--- config.mk ---
export PLATFORM = sky130hd
export DESIGN_NAME = pe_sequencer_flat
export DESIGN_NICKNAME = d
export VERILOG_FILES = /design/src/rtl/pe_sequencer_if.sv /design/src/rtl/pe_sequencer.sv /design/src/flat_wrapper.sv
export SDC_FILE = /design/constraint.sdc
export NUM_CORES = 1
export LEC_CHECK = 0
export CORE_MARGIN = 10
export CORE_UTILIZATION = 28
export CTS_CLUSTER_SIZE = 25
export DETAILED_ROUTE_END_ITERATION = 10
export SYNTH_ARGS = -nofsm -noshare
export SYNTH_HDL_FRONTEND = slang
export SYNTH_SLANG_ARGS = --single-unit
--- constraint.sdc ---
create_clock -name clk -period 6.65 [get_ports clk]
set_input_delay 0.9975 -clock clk [delete_from_list [all_inputs] [get_ports clk]]
set_output_delay 0.9975 -clock clk [all_outputs]
set_load 0.02 [all_outputs]
--- src/rtl/pe_sequencer_if.sv ---
// Bundle between the PE sequencer and its environment: job control, global-buffer
// streams and the PE scratchpad load/compute port.
interface pe_sequencer_if #(
    parameter int DW       = 8,
    parameter int FILT_AW  = 6,
    parameter int IFMAP_AW = 4,
    parameter int PSUM_AW  = 4
);
    logic                start;
    logic [FILT_AW-1:0]  cfg_filt_base;
    logic [4:0]          cfg_filt_len;
    logic [4:0]          cfg_ifmap_len;

    logic [DW-1:0]       gb_filt_data;
    logic                gb_filt_valid;
    logic                gb_filt_ready;
    logic [DW-1:0]       gb_ifmap_data;
    logic                gb_ifmap_valid;
    logic                gb_ifmap_ready;

    logic                load_filter;
    logic [FILT_AW-1:0]  ld_addr_filter;
    logic [DW-1:0]       filter;
    logic                load_ifmap;
    logic [IFMAP_AW-1:0] ld_addr_ifmap;
    logic [DW-1:0]       ifmap;
    logic                en;
    logic [FILT_AW-1:0]  sel_filter_addr;
    logic [IFMAP_AW-1:0] sel_ifmap_addr;
    logic [PSUM_AW-1:0]  psum_sel;

    logic                busy;
    logic                done;
    logic                err;

    modport master (
        input  start, cfg_filt_base, cfg_filt_len, cfg_ifmap_len,
        input  gb_filt_data, gb_filt_valid, gb_ifmap_data, gb_ifmap_valid,
        output gb_filt_ready, gb_ifmap_ready,
        output load_filter, ld_addr_filter, filter,
        output load_ifmap, ld_addr_ifmap, ifmap,
        output en, sel_filter_addr, sel_ifmap_addr, psum_sel,
        output busy, done, err
    );

    modport slave (
        output start, cfg_filt_base, cfg_filt_len, cfg_ifmap_len,
        output gb_filt_data, gb_filt_valid, gb_ifmap_data, gb_ifmap_valid,
        input  gb_filt_ready, gb_ifmap_ready,
        input  load_filter, ld_addr_filter, filter,
        input  load_ifmap, ld_addr_ifmap, ifmap,
        input  en, sel_filter_addr, sel_ifmap_addr, psum_sel,
        input  busy, done, err
    );
endinterface

--- src/rtl/pe_sequencer.sv ---
// Loads one PE's filter/ifmap scratchpads from global-buffer streams, then issues the
// 1-D convolution address sequence, drains the PE pipeline and pulses done.
module pe_sequencer #(
    parameter int DW       = 8,
    parameter int FILT_AW  = 6,
    parameter int IFMAP_AW = 4,
    parameter int PSUM_AW  = 4,
    parameter int PE_LAT   = 3
) (
    input  logic              clk,
    input  logic              rst,
    pe_sequencer_if.master    bus
);
    localparam logic [2:0] S_IDLE       = 3'd0;
    localparam logic [2:0] S_LOAD_FILT  = 3'd1;
    localparam logic [2:0] S_LOAD_IFMAP = 3'd2;
    localparam logic [2:0] S_COMPUTE    = 3'd3;
    localparam logic [2:0] S_DRAIN      = 3'd4;
    localparam logic [2:0] S_DONE       = 3'd5;

    logic [2:0]         r_state;
    logic [FILT_AW-1:0] r_base;
    logic [4:0]         r_len_s;
    logic [4:0]         r_len_w;
    logic [4:0]         r_cnt;
    logic [4:0]         r_s;
    logic [4:0]         r_e;

    logic w_filt_xfer;
    logic w_ifmap_xfer;
    logic w_cfg_bad;
    logic w_last_tap;
    logic w_last_out;

    assign bus.gb_filt_ready  = (r_state == S_LOAD_FILT)  && (r_cnt < r_len_s);
    assign bus.gb_ifmap_ready = (r_state == S_LOAD_IFMAP) && (r_cnt < r_len_w);
    assign bus.busy           = (r_state != S_IDLE);

    assign w_filt_xfer  = bus.gb_filt_valid  && bus.gb_filt_ready;
    assign w_ifmap_xfer = bus.gb_ifmap_valid && bus.gb_ifmap_ready;
    assign w_cfg_bad    = (bus.cfg_filt_len == 5'd0) ||
                          (bus.cfg_filt_len > bus.cfg_ifmap_len) ||
                          (bus.cfg_ifmap_len > 5'd16);
    assign w_last_tap   = (r_s == r_len_s - 5'd1);
    // Last output index is E-1 = W-S.
    assign w_last_out   = (r_e == r_len_w - r_len_s);

    always_ff @(posedge clk or negedge rst) begin
        if (!rst) begin
            r_state             <= S_IDLE;
            r_base              <= '0;
            r_len_s             <= '0;
            r_len_w             <= '0;
            r_cnt               <= '0;
            r_s                 <= '0;
            r_e                 <= '0;
            bus.load_filter     <= 1'b0;
            bus.ld_addr_filter  <= '0;
            bus.filter          <= '0;
            bus.load_ifmap      <= 1'b0;
            bus.ld_addr_ifmap   <= '0;
            bus.ifmap           <= '0;
            bus.en              <= 1'b0;
            bus.sel_filter_addr <= '0;
            bus.sel_ifmap_addr  <= '0;
            bus.psum_sel        <= '0;
            bus.done            <= 1'b0;
            bus.err             <= 1'b0;
        end else begin
            bus.load_filter <= 1'b0;
            bus.load_ifmap  <= 1'b0;
            bus.en          <= 1'b0;
            bus.done        <= 1'b0;
            bus.err         <= 1'b0;

            case (r_state)
                S_IDLE: begin
                    if (bus.start) begin
                        r_base  <= bus.cfg_filt_base;
                        r_len_s <= bus.cfg_filt_len;
                        r_len_w <= bus.cfg_ifmap_len;
                        r_cnt   <= '0;
                        if (w_cfg_bad) bus.err <= 1'b1;
                        else           r_state <= S_LOAD_FILT;
                    end
                end
                S_LOAD_FILT: begin
                    if (w_filt_xfer) begin
                        bus.load_filter    <= 1'b1;
                        bus.ld_addr_filter <= r_base + FILT_AW'(r_cnt);
                        bus.filter         <= bus.gb_filt_data;
                        if (r_cnt == r_len_s - 5'd1) begin
                            r_cnt   <= '0;
                            r_state <= S_LOAD_IFMAP;
                        end else begin
                            r_cnt <= r_cnt + 5'd1;
                        end
                    end
                end
                S_LOAD_IFMAP: begin
                    if (w_ifmap_xfer) begin
                        bus.load_ifmap    <= 1'b1;
                        bus.ld_addr_ifmap <= IFMAP_AW'(r_cnt);
                        bus.ifmap         <= bus.gb_ifmap_data;
                        if (r_cnt == r_len_w - 5'd1) begin
                            r_cnt   <= '0;
                            r_s     <= '0;
                            r_e     <= '0;
                            r_state <= S_COMPUTE;
                        end else begin
                            r_cnt <= r_cnt + 5'd1;
                        end
                    end
                end
                S_COMPUTE: begin
                    bus.en              <= 1'b1;
                    bus.sel_filter_addr <= r_base + FILT_AW'(r_s);
                    bus.sel_ifmap_addr  <= IFMAP_AW'(r_e + r_s);
                    bus.psum_sel        <= PSUM_AW'(r_e);
                    if (w_last_tap) begin
                        r_s <= '0;
                        r_e <= r_e + 5'd1;
                        if (w_last_out) begin
                            r_cnt   <= '0;
                            r_state <= S_DRAIN;
                        end
                    end else begin
                        r_s <= r_s + 5'd1;
                    end
                end
                S_DRAIN: begin
                    // First DRAIN cycle still shows the final registered en, so
                    // PE_LAT idle cycles follow before done.
                    if (r_cnt == 5'(PE_LAT)) begin
                        bus.done <= 1'b1;
                        r_state  <= S_DONE;
                    end else begin
                        r_cnt <= r_cnt + 5'd1;
                    end
                end
                S_DONE: begin
                    r_state <= S_IDLE;
                end
                default: begin
                    r_state <= S_IDLE;
                end
            endcase
        end
    end
endmodule

--- src/flat_wrapper.sv ---
// flat-port wrapper written by rule: the top's interface ports become plain ports
module pe_sequencer_flat 
#(
    parameter int DW       = 8,
    parameter int FILT_AW  = 6,
    parameter int IFMAP_AW = 4,
    parameter int PSUM_AW  = 4,
    parameter int PE_LAT   = 3
)
  (clk, rst, bus_start, bus_cfg_filt_base, bus_cfg_filt_len, bus_cfg_ifmap_len, bus_gb_filt_data, bus_gb_filt_valid, bus_gb_ifmap_data, bus_gb_ifmap_valid, bus_gb_filt_ready, bus_gb_ifmap_ready, bus_load_filter, bus_ld_addr_filter, bus_filter, bus_load_ifmap, bus_ld_addr_ifmap, bus_ifmap, bus_en, bus_sel_filter_addr, bus_sel_ifmap_addr, bus_psum_sel, bus_busy, bus_done, bus_err);
  pe_sequencer_if #(.DW(DW), .FILT_AW(FILT_AW), .IFMAP_AW(IFMAP_AW), .PSUM_AW(PSUM_AW)) bus_i ();
  input  logic clk;
  input  logic rst;
  input wire logic [$bits(bus_i.start)-1:0] bus_start;
  input wire logic [$bits(bus_i.cfg_filt_base)-1:0] bus_cfg_filt_base;
  input wire logic [$bits(bus_i.cfg_filt_len)-1:0] bus_cfg_filt_len;
  input wire logic [$bits(bus_i.cfg_ifmap_len)-1:0] bus_cfg_ifmap_len;
  input wire logic [$bits(bus_i.gb_filt_data)-1:0] bus_gb_filt_data;
  input wire logic [$bits(bus_i.gb_filt_valid)-1:0] bus_gb_filt_valid;
  input wire logic [$bits(bus_i.gb_ifmap_data)-1:0] bus_gb_ifmap_data;
  input wire logic [$bits(bus_i.gb_ifmap_valid)-1:0] bus_gb_ifmap_valid;
  output wire logic [$bits(bus_i.gb_filt_ready)-1:0] bus_gb_filt_ready;
  output wire logic [$bits(bus_i.gb_ifmap_ready)-1:0] bus_gb_ifmap_ready;
  output wire logic [$bits(bus_i.load_filter)-1:0] bus_load_filter;
  output wire logic [$bits(bus_i.ld_addr_filter)-1:0] bus_ld_addr_filter;
  output wire logic [$bits(bus_i.filter)-1:0] bus_filter;
  output wire logic [$bits(bus_i.load_ifmap)-1:0] bus_load_ifmap;
  output wire logic [$bits(bus_i.ld_addr_ifmap)-1:0] bus_ld_addr_ifmap;
  output wire logic [$bits(bus_i.ifmap)-1:0] bus_ifmap;
  output wire logic [$bits(bus_i.en)-1:0] bus_en;
  output wire logic [$bits(bus_i.sel_filter_addr)-1:0] bus_sel_filter_addr;
  output wire logic [$bits(bus_i.sel_ifmap_addr)-1:0] bus_sel_ifmap_addr;
  output wire logic [$bits(bus_i.psum_sel)-1:0] bus_psum_sel;
  output wire logic [$bits(bus_i.busy)-1:0] bus_busy;
  output wire logic [$bits(bus_i.done)-1:0] bus_done;
  output wire logic [$bits(bus_i.err)-1:0] bus_err;
  assign bus_i.start = bus_start;
  assign bus_i.cfg_filt_base = bus_cfg_filt_base;
  assign bus_i.cfg_filt_len = bus_cfg_filt_len;
  assign bus_i.cfg_ifmap_len = bus_cfg_ifmap_len;
  assign bus_i.gb_filt_data = bus_gb_filt_data;
  assign bus_i.gb_filt_valid = bus_gb_filt_valid;
  assign bus_i.gb_ifmap_data = bus_gb_ifmap_data;
  assign bus_i.gb_ifmap_valid = bus_gb_ifmap_valid;
  assign bus_gb_filt_ready = bus_i.gb_filt_ready;
  assign bus_gb_ifmap_ready = bus_i.gb_ifmap_ready;
  assign bus_load_filter = bus_i.load_filter;
  assign bus_ld_addr_filter = bus_i.ld_addr_filter;
  assign bus_filter = bus_i.filter;
  assign bus_load_ifmap = bus_i.load_ifmap;
  assign bus_ld_addr_ifmap = bus_i.ld_addr_ifmap;
  assign bus_ifmap = bus_i.ifmap;
  assign bus_en = bus_i.en;
  assign bus_sel_filter_addr = bus_i.sel_filter_addr;
  assign bus_sel_ifmap_addr = bus_i.sel_ifmap_addr;
  assign bus_psum_sel = bus_i.psum_sel;
  assign bus_busy = bus_i.busy;
  assign bus_done = bus_i.done;
  assign bus_err = bus_i.err;
  pe_sequencer #(.DW(DW), .FILT_AW(FILT_AW), .IFMAP_AW(IFMAP_AW), .PSUM_AW(PSUM_AW), .PE_LAT(PE_LAT)) u_core (.clk(clk), .rst(rst), .bus(bus_i));
endmodule
Yosys cells after proc, flatten, opt, wreduce, memory -nomap -nowiden
Index checks and enable logic that the tools add are counted.
{"block": "word_totals", "output_inout_bits": 48, "register_bits": 79, "inputBits": 37, "word_cells": 104}
{"block": "op_classes", "n_addsub": 9, "n_eq_ne": 19, "mux": 35, "order_cmp": 4, "reduce_logical": 18}
{"cell": "5-bit two-way mux", "count": 12}
{"cell": "3-bit two-way mux", "count": 9}
{"cell": "5-bit one-hot mux with 5 select lines", "count": 1}
{"cell": "5-bit equality test", "count": 4}
{"cell": "5-bit one-hot mux with 2 select lines", "count": 2}
{"cell": "5-bit by 1-bit adder with 5-bit output, second input constant", "count": 3}
{"cell": "3-bit one-hot mux with 5 select lines", "count": 1}
{"cell": "6-bit by 5-bit adder with 6-bit output", "count": 2}
{"cell": "5-bit less-than comparator", "count": 2}
{"cell": "1-bit two-way mux", "count": 10}
{"cell": "2-bit by 1-bit != test with 1-bit output, second input constant", "count": 5}
{"cell": "2-bit != test, second input constant", "count": 5}
{"cell": "5-bit by 1-bit subtractor with 5-bit output, second input constant", "count": 2}
{"cell": "9-bit AND reduction", "count": 1}
{"cell": "7-bit AND reduction", "count": 1}
{"cell": "3-bit by 2-bit equality test with 1-bit output, second input constant", "count": 2}
{"cell": "2-bit AND reduction", "count": 3}
{"cell": "5-bit by 2-bit equality test with 1-bit output, second input constant", "count": 1}
{"cell": "5-bit > comparator", "count": 1}
{"cell": "5-bit > comparator, second input constant", "count": 1}
{"cell": "5-bit zero test", "count": 1}
{"cell": "5-bit nonzero test", "count": 1}
{"cell": "5-bit subtractor", "count": 1}
{"cell": "4-bit adder", "count": 1}
{"cell": "other kinds (9)", "count": 13}

Depth between registers and ports, before layout
{"block": "depth", "ltp_word": 6, "depth_mapped": 10, "depth_no_buf": 10}

Least setup slack after synthesis
No wires, ideal clock.
{"block": "synth_path", "kind": "reg-to-reg", "startpoint": "reg u_core.r_len_s[0]", "endpoint": "reg u_core.r_cnt[4]", "setup_time_ns": 0.126, "path_stages_with_launch": 8, "required_time_ns": 6.524, "n_path_buf": 0, "t_arrival_ns": 2.689, "path_slack_ns": 3.835, "period_less_slack_ns": 2.815, "cell_sequence": "dfrtp_1 ha_1 fa_1 xor2_1 o2111ai_1 or4b_4 a221o_2 a221o_1"}
{"block": "synth_between", "elab_chain_len": 5, "elab_cells_between_ends": 15, "cone_classes": "add/sub (2); order compare (1); eq/ne (6); mux (3); reduce/logical (3)"}
{"element": "from (decl)", "line": "pe_sequencer.sv:23", "text": "logic [4:0] r_len_s;"}
{"element": "from (signal assigned)", "line": "pe_sequencer.sv:80", "text": "r_len_s <= bus.cfg_filt_len;"}
{"element": "5-bit by 1-bit subtractor with 5-bit output / 5-bit less-than comparator (equally long branches)", "line": "pe_sequencer.sv:44, pe_sequencer.sv:92, pe_sequencer.sv:35"}
{"element": "5-bit equality test / 1-bit logical AND (equally long branches)", "line": "pe_sequencer.sv:92, pe_sequencer.sv:35"}
{"element": "5-bit two-way mux / 1-bit logical AND (equally long branches)", "line": "pe_sequencer.sv:92, pe_sequencer.sv:39"}
{"element": "5-bit two-way mux / 2-bit by 1-bit != test with 1-bit output (equally long branches)"}
{"element": "5-bit one-hot mux with 5 select lines / 7-bit AND reduction (equally long branches)"}
{"element": "to (signal assigned)", "line": "pe_sequencer.sv:96", "text": "r_cnt <= r_cnt + 5'd1;"}
{"element": "to (signal assigned)", "line": "pe_sequencer.sv:111", "text": "r_cnt <= r_cnt + 5'd1;"}
{"element": "to (signal assigned)", "line": "pe_sequencer.sv:138", "text": "r_cnt <= r_cnt + 5'd1;"}
{"element": "to (decl)", "line": "pe_sequencer.sv:25", "text": "logic [4:0] r_cnt;"}
Several ways; a longest one is shown, not always the timed one. The select of a mux whose other input is x is not followed.
A chain may end at the register's enable or synchronous reset.

Worst setup path after layout
{"block": "layout_path", "startpoint": "reg u_core.r_cnt[3]", "endpoint": "out bus_gb_ifmap_ready"}
{"block": "layout_between", "elab_chain_len": 2}
{"element": "5-bit less-than comparator", "line": "pe_sequencer.sv:36", "text": "assign bus.gb_ifmap_ready = (r_state == S_LOAD_IFMAP) && (r_cnt < r_len_w);"}
{"element": "1-bit logical AND", "line": "pe_sequencer.sv:36"}
{"element": "to (decl)", "line": "flat_wrapper.sv:23", "text": "output wire logic [$bits(bus_i.gb_ifmap_ready)-1:0] bus_gb_ifmap_ready;"}
No other way between the ends.

==> metrics.md <==
| Metric | Value |
|---|---|
| Finished Layout Cells | `766` |
| Setup tns final | `0 ns` |
| Transition time of the tightest slew-check pin | `1.03 ns` |
| Clock share of power | `15.5%` |
| Hold Fails Final Rpt | `0` |
| Mux cell area share after synthesis | `4.14%` |
| CP max-delay cell | `dfrtp_1` |
| Clock Latency Late Sink | `0.34 ns` |
| WP data arrival | `2.60 ns` |
| Die width | `148 um` |
| Tcrit/Tclk final | `54.1%` |
| Hold_ws | `0.473 ns` |
| Max stage delay on crit path | `0.70 ns` |
| Max-cap violations | `0` |
| Synthesized flop and latch total | `79` |
| Reg area | `0.00198 mm2` |
| Synth Area in Compound Gates | `13.2%` |
| Worst VDD drop | `174 uV` |
| EDFF count, synth | `0` |
| Leakage | `2.70 nW` |
| Mean Syn Cell Area | `9.80 um2` |
| Post-route antenna net violation count | `0` |
| # setup viols final | `0` |
| PD cells | `537 mW/mm2` |
| Die height | `148 um` |
| First-pass GRT wire length | `20200 um` |
| YS warnings | `0` |
| WS Path Type | `flip-flop to primary output` |
| CP cell instances | `ha_1, a21o_1, nand2_1, nand2_1, nor3_1, clkdlybuf4s50_1` |
| Initial Util | `28.7%` |
| Clock buffer depth | `2` |
| Worst Clk Skew | `0.00853 ns` |
| Placed insts | `751` |
| # diodes | `0` |
| Num CTS Buffers | `9` |
| Worst-path fanout max | `13` |
| Status | `finished, final reports clean` |
| Initial DRC Count | `175` |
| Row cnt | `46` |
| Largest family of logic cells by synthesized area | `simple AND/OR/NAND/NOR gates` |
| CP most frequent cell | `nand2_1` |
| GRT Overall Usage | `11.5%` |
| Simple-gate area share of the yosys netlist | `15.7%` |
| Setup crit end kind | `primary output` |
| Layout filler cell count | `1642` |
| Clock transition at path regs | `0.06 ns` |
| Multi-input combinational cell area | `0.00242 mm2` |
| H-Tree Depth | `3` |
| Sw frac | `42.8%` |
| Initial antenna violation count | `0` |
| Reg power frac | `29.6%` |
| Total core area | `0.0160 mm2` |
| Area grow syn2layout | `28.9%` |
| Synth Flop Type | `dfrtp_1` |
| Pint | `1.82 mW` |
| FMAX | `278 MHz` |
| Mapped cell area | `0.00460 mm2` |
| Slew HR | `31.3%` |
| Largest net degree at the start of global routing | `80` |
| Seq/Total Area, Yosys | `43.0%` |
| Sw Pwr | `1.36 mW` |
| Cells after Synth | `469` |
| Die ar. | `0.0219 mm2` |
| R2R cell count | `8` |
| Vias in the first global route | `3772` |
| Resize count post-CTS | `0` |
| Post-DR vias/cell | `4.60` |
| Comb pwr share | `54.9%` |
| # hold bufs at CTS | `0` |
| Clock sinks | `79` |
| RePlAce Congestion | `0.855` |
| Via count | `3527` |
| Crit start category | `flip-flop` |
| RSZ-0062 raised after global routing | `no` |
| Ys async rst share | `100%` |
| Design Power | `3.18 mW` |
| XOR/XNOR share of the synthesized area | `7.90%` |
| Drt wl/cell | `16.0 um` |
| Hold crit path type | `flip-flop to flip-flop` |
| Total congestion overflow | `0` |
| TritonCTS clock tree | `done` |
| I/O Pins | `85` |
| Post-CTS Repair Setup Buffers | `0` |
| HPWL after detailed placement | `9330 um` |
| Adder-cell share of the synthesized area | `11.8%` |
| Final core utilization | `37.0%` |
| Root buffer cell | `clkbuf_16` |
| Min cycle time layout | `3.59 ns` |
| Post-Route WL | `12200 um` |
| Proportion of layout cells with a drive suffix above 1 | `8.36%` |
| Slew Limit Fails | `0` |
| Post-synthesis cell type count | `58` |
| TritonRoute pass-1 iters | `4` |
| Post-Syn Nets | `547` |
| DRC Markers | `0` |
| Worst hold stages | `2` |
| Port bufs | `84` |
| Nets | `624` |
| WP data required | `5.65 ns` |
[stage by stage]
stage | setup WS, ns | cell area, um2
after floorplan | 3.83 | 4600
after global placement | 3.35 | 5630
after detailed placement | 3.30 | 5630
after CTS | 3.03 | 5920
after global routing | 2.93 | 5920
final | 3.06 | 5920
[cell usage in the layout, fill, tap and decap left out, drive strengths merged, types with 4 or more instances in the layout]
cell type,n
nand2,90
clkdlybuf4s50,83
dfrtp,79
o21ai,42
ha,37
inv,33
xnor2,21
xor2,17
mux2,16
a21oi,13
nor2,13
nand3,12
clkbuf,12
a21o,9
nor3,7
nor2b,5
o2111ai,4
o21bai,4
fa,4
[cell families after synthesis]
group,Yosys count
flops,79
xor+xnor,39
mux,17
simple gates,149
buf+inv,51
fa+ha+maj,41
compound gates,93
[synthesized netlist by cell type, types with 2 or more instances]
| cell | count | area share [%] |
|---|---|---|
| nand4_1 | 3 | 0.41 |
| o21ai_0 | 40 | 4.4 |
| a21o_1 | 9 | 1.5 |
| or3_1 | 2 | 0.27 |
| nor2b_1 | 5 | 0.68 |
| o2111ai_1 | 4 | 0.76 |
| a21oi_1 | 13 | 1.4 |
| o21ai_1 | 2 | 0.22 |
| o21bai_1 | 4 | 0.65 |
| mux2_2 | 16 | 3.9 |
| nand2_1 | 90 | 7.4 |
| nor2_2 | 2 | 0.27 |
| fa_1 | 4 | 1.7 |
| ha_1 | 37 | 10 |
| and3_1 | 2 | 0.27 |
| o211ai_1 | 3 | 0.49 |
| and2_1 | 2 | 0.27 |
| a211o_1 | 2 | 0.38 |
| xnor2_1 | 20 | 3.8 |
| nand2b_1 | 3 | 0.41 |
| nor3_1 | 6 | 0.65 |
| nand3_1 | 11 | 1.2 |
| dfrtp_1 | 79 | 43 |
| inv_1 | 33 | 2.7 |
| a31oi_1 | 2 | 0.27 |
| buf_2 | 3 | 0.33 |
| clkbuf_1 | 14 | 1.1 |
| a22o_1 | 2 | 0.38 |
| nor2_1 | 11 | 0.90 |
| xor2_1 | 17 | 3.2 |
[flip-flops by register name, summed over array words and instances (netlist names), 3 cells and up]
| signal | cells |
|---|---|
| u_core.bus.sel_filter_addr | 6 |
| u_core.r_len_w | 5 |
| u_core.bus.ifmap | 8 |
| u_core.bus.ld_addr_filter | 6 |
| u_core.bus.ld_addr_ifmap | 4 |
| u_core.r_len_s | 5 |
| u_core.r_cnt | 5 |
| u_core.r_e | 5 |
| u_core.bus.psum_sel | 4 |
| u_core.bus.sel_ifmap_addr | 4 |
| u_core.r_state | 3 |
| u_core.r_base | 6 |
| u_core.bus.filter | 8 |
| u_core.r_s | 5 |
[power groups by stage]
stage | registers (mW) | logic (mW) | clock network, mW
after CTS | 0.946 | 1.78 | 0.515
after detailed placement | 0.954 | 1.77 | 0
after floorplan | 1.00 | 1.10 | 0
final | 0.941 | 1.75 | 0.494
after global placement | 0.944 | 1.73 | 0
after global routing | 0.980 | 1.96 | 0.535
[area by class of cell]
cell class              count  share of cell area (%)
clock buffers              12                    4.16
clock inverters             3                   0.739
inverters                  33                    2.09
multi-input cells         339                    40.9
flip-flops and latches     79                    33.4
well taps                 216                    4.56
repair buffers             84                    14.2
[critical path, delay by kind of cell (launching register included)]
family / cells / cell delay, ns
AO/OA/AOI/OAI: 1 / 0.19
AND/OR/NAND/NOR: 3 / 0.38
flip-flops: 1 / 0.70
adder cells (fa/ha/maj): 1 / 0.35
buffers and inverters: 1 / 0.64
[worst paths after layout]
kind                                                         start                                  endpoint  slack, ns
setup / recovery                       u_core.r_cnt[3]$_DFFE_PN0P_                        bus_gb_ifmap_ready       3.06
hold / removal             u_core.bus.ld_addr_ifmap[3]$_DFFE_PN0P_   u_core.bus.ld_addr_ifmap[3]$_DFFE_PN0P_       0.47
setup reg to reg                     u_core.r_state[2]$_DFFE_PN0P_               u_core.r_cnt[4]$_DFFE_PN0P_       3.44
hold reg to reg            u_core.bus.ld_addr_ifmap[3]$_DFFE_PN0P_   u_core.bus.ld_addr_ifmap[3]$_DFFE_PN0P_       0.47
max in group asynchronous                                      rst  u_core.bus.ld_addr_filter[2]$_DFFE_PN0P_       5.14
min in group asynchronous                                      rst  u_core.bus.sel_ifmap_addr[2]$_DFFE_PN0P_       0.80
[layer usage]
layer	wire length [um]	part of all wire, %	track usage [%]
met3	639	5.2	3.85
met2	5840	48	19.0
met4	159	1.3	3.57
met5	0	0	0
met1	5590	46	13.9
Note: power is estimated with default switching activity, not from simulation.
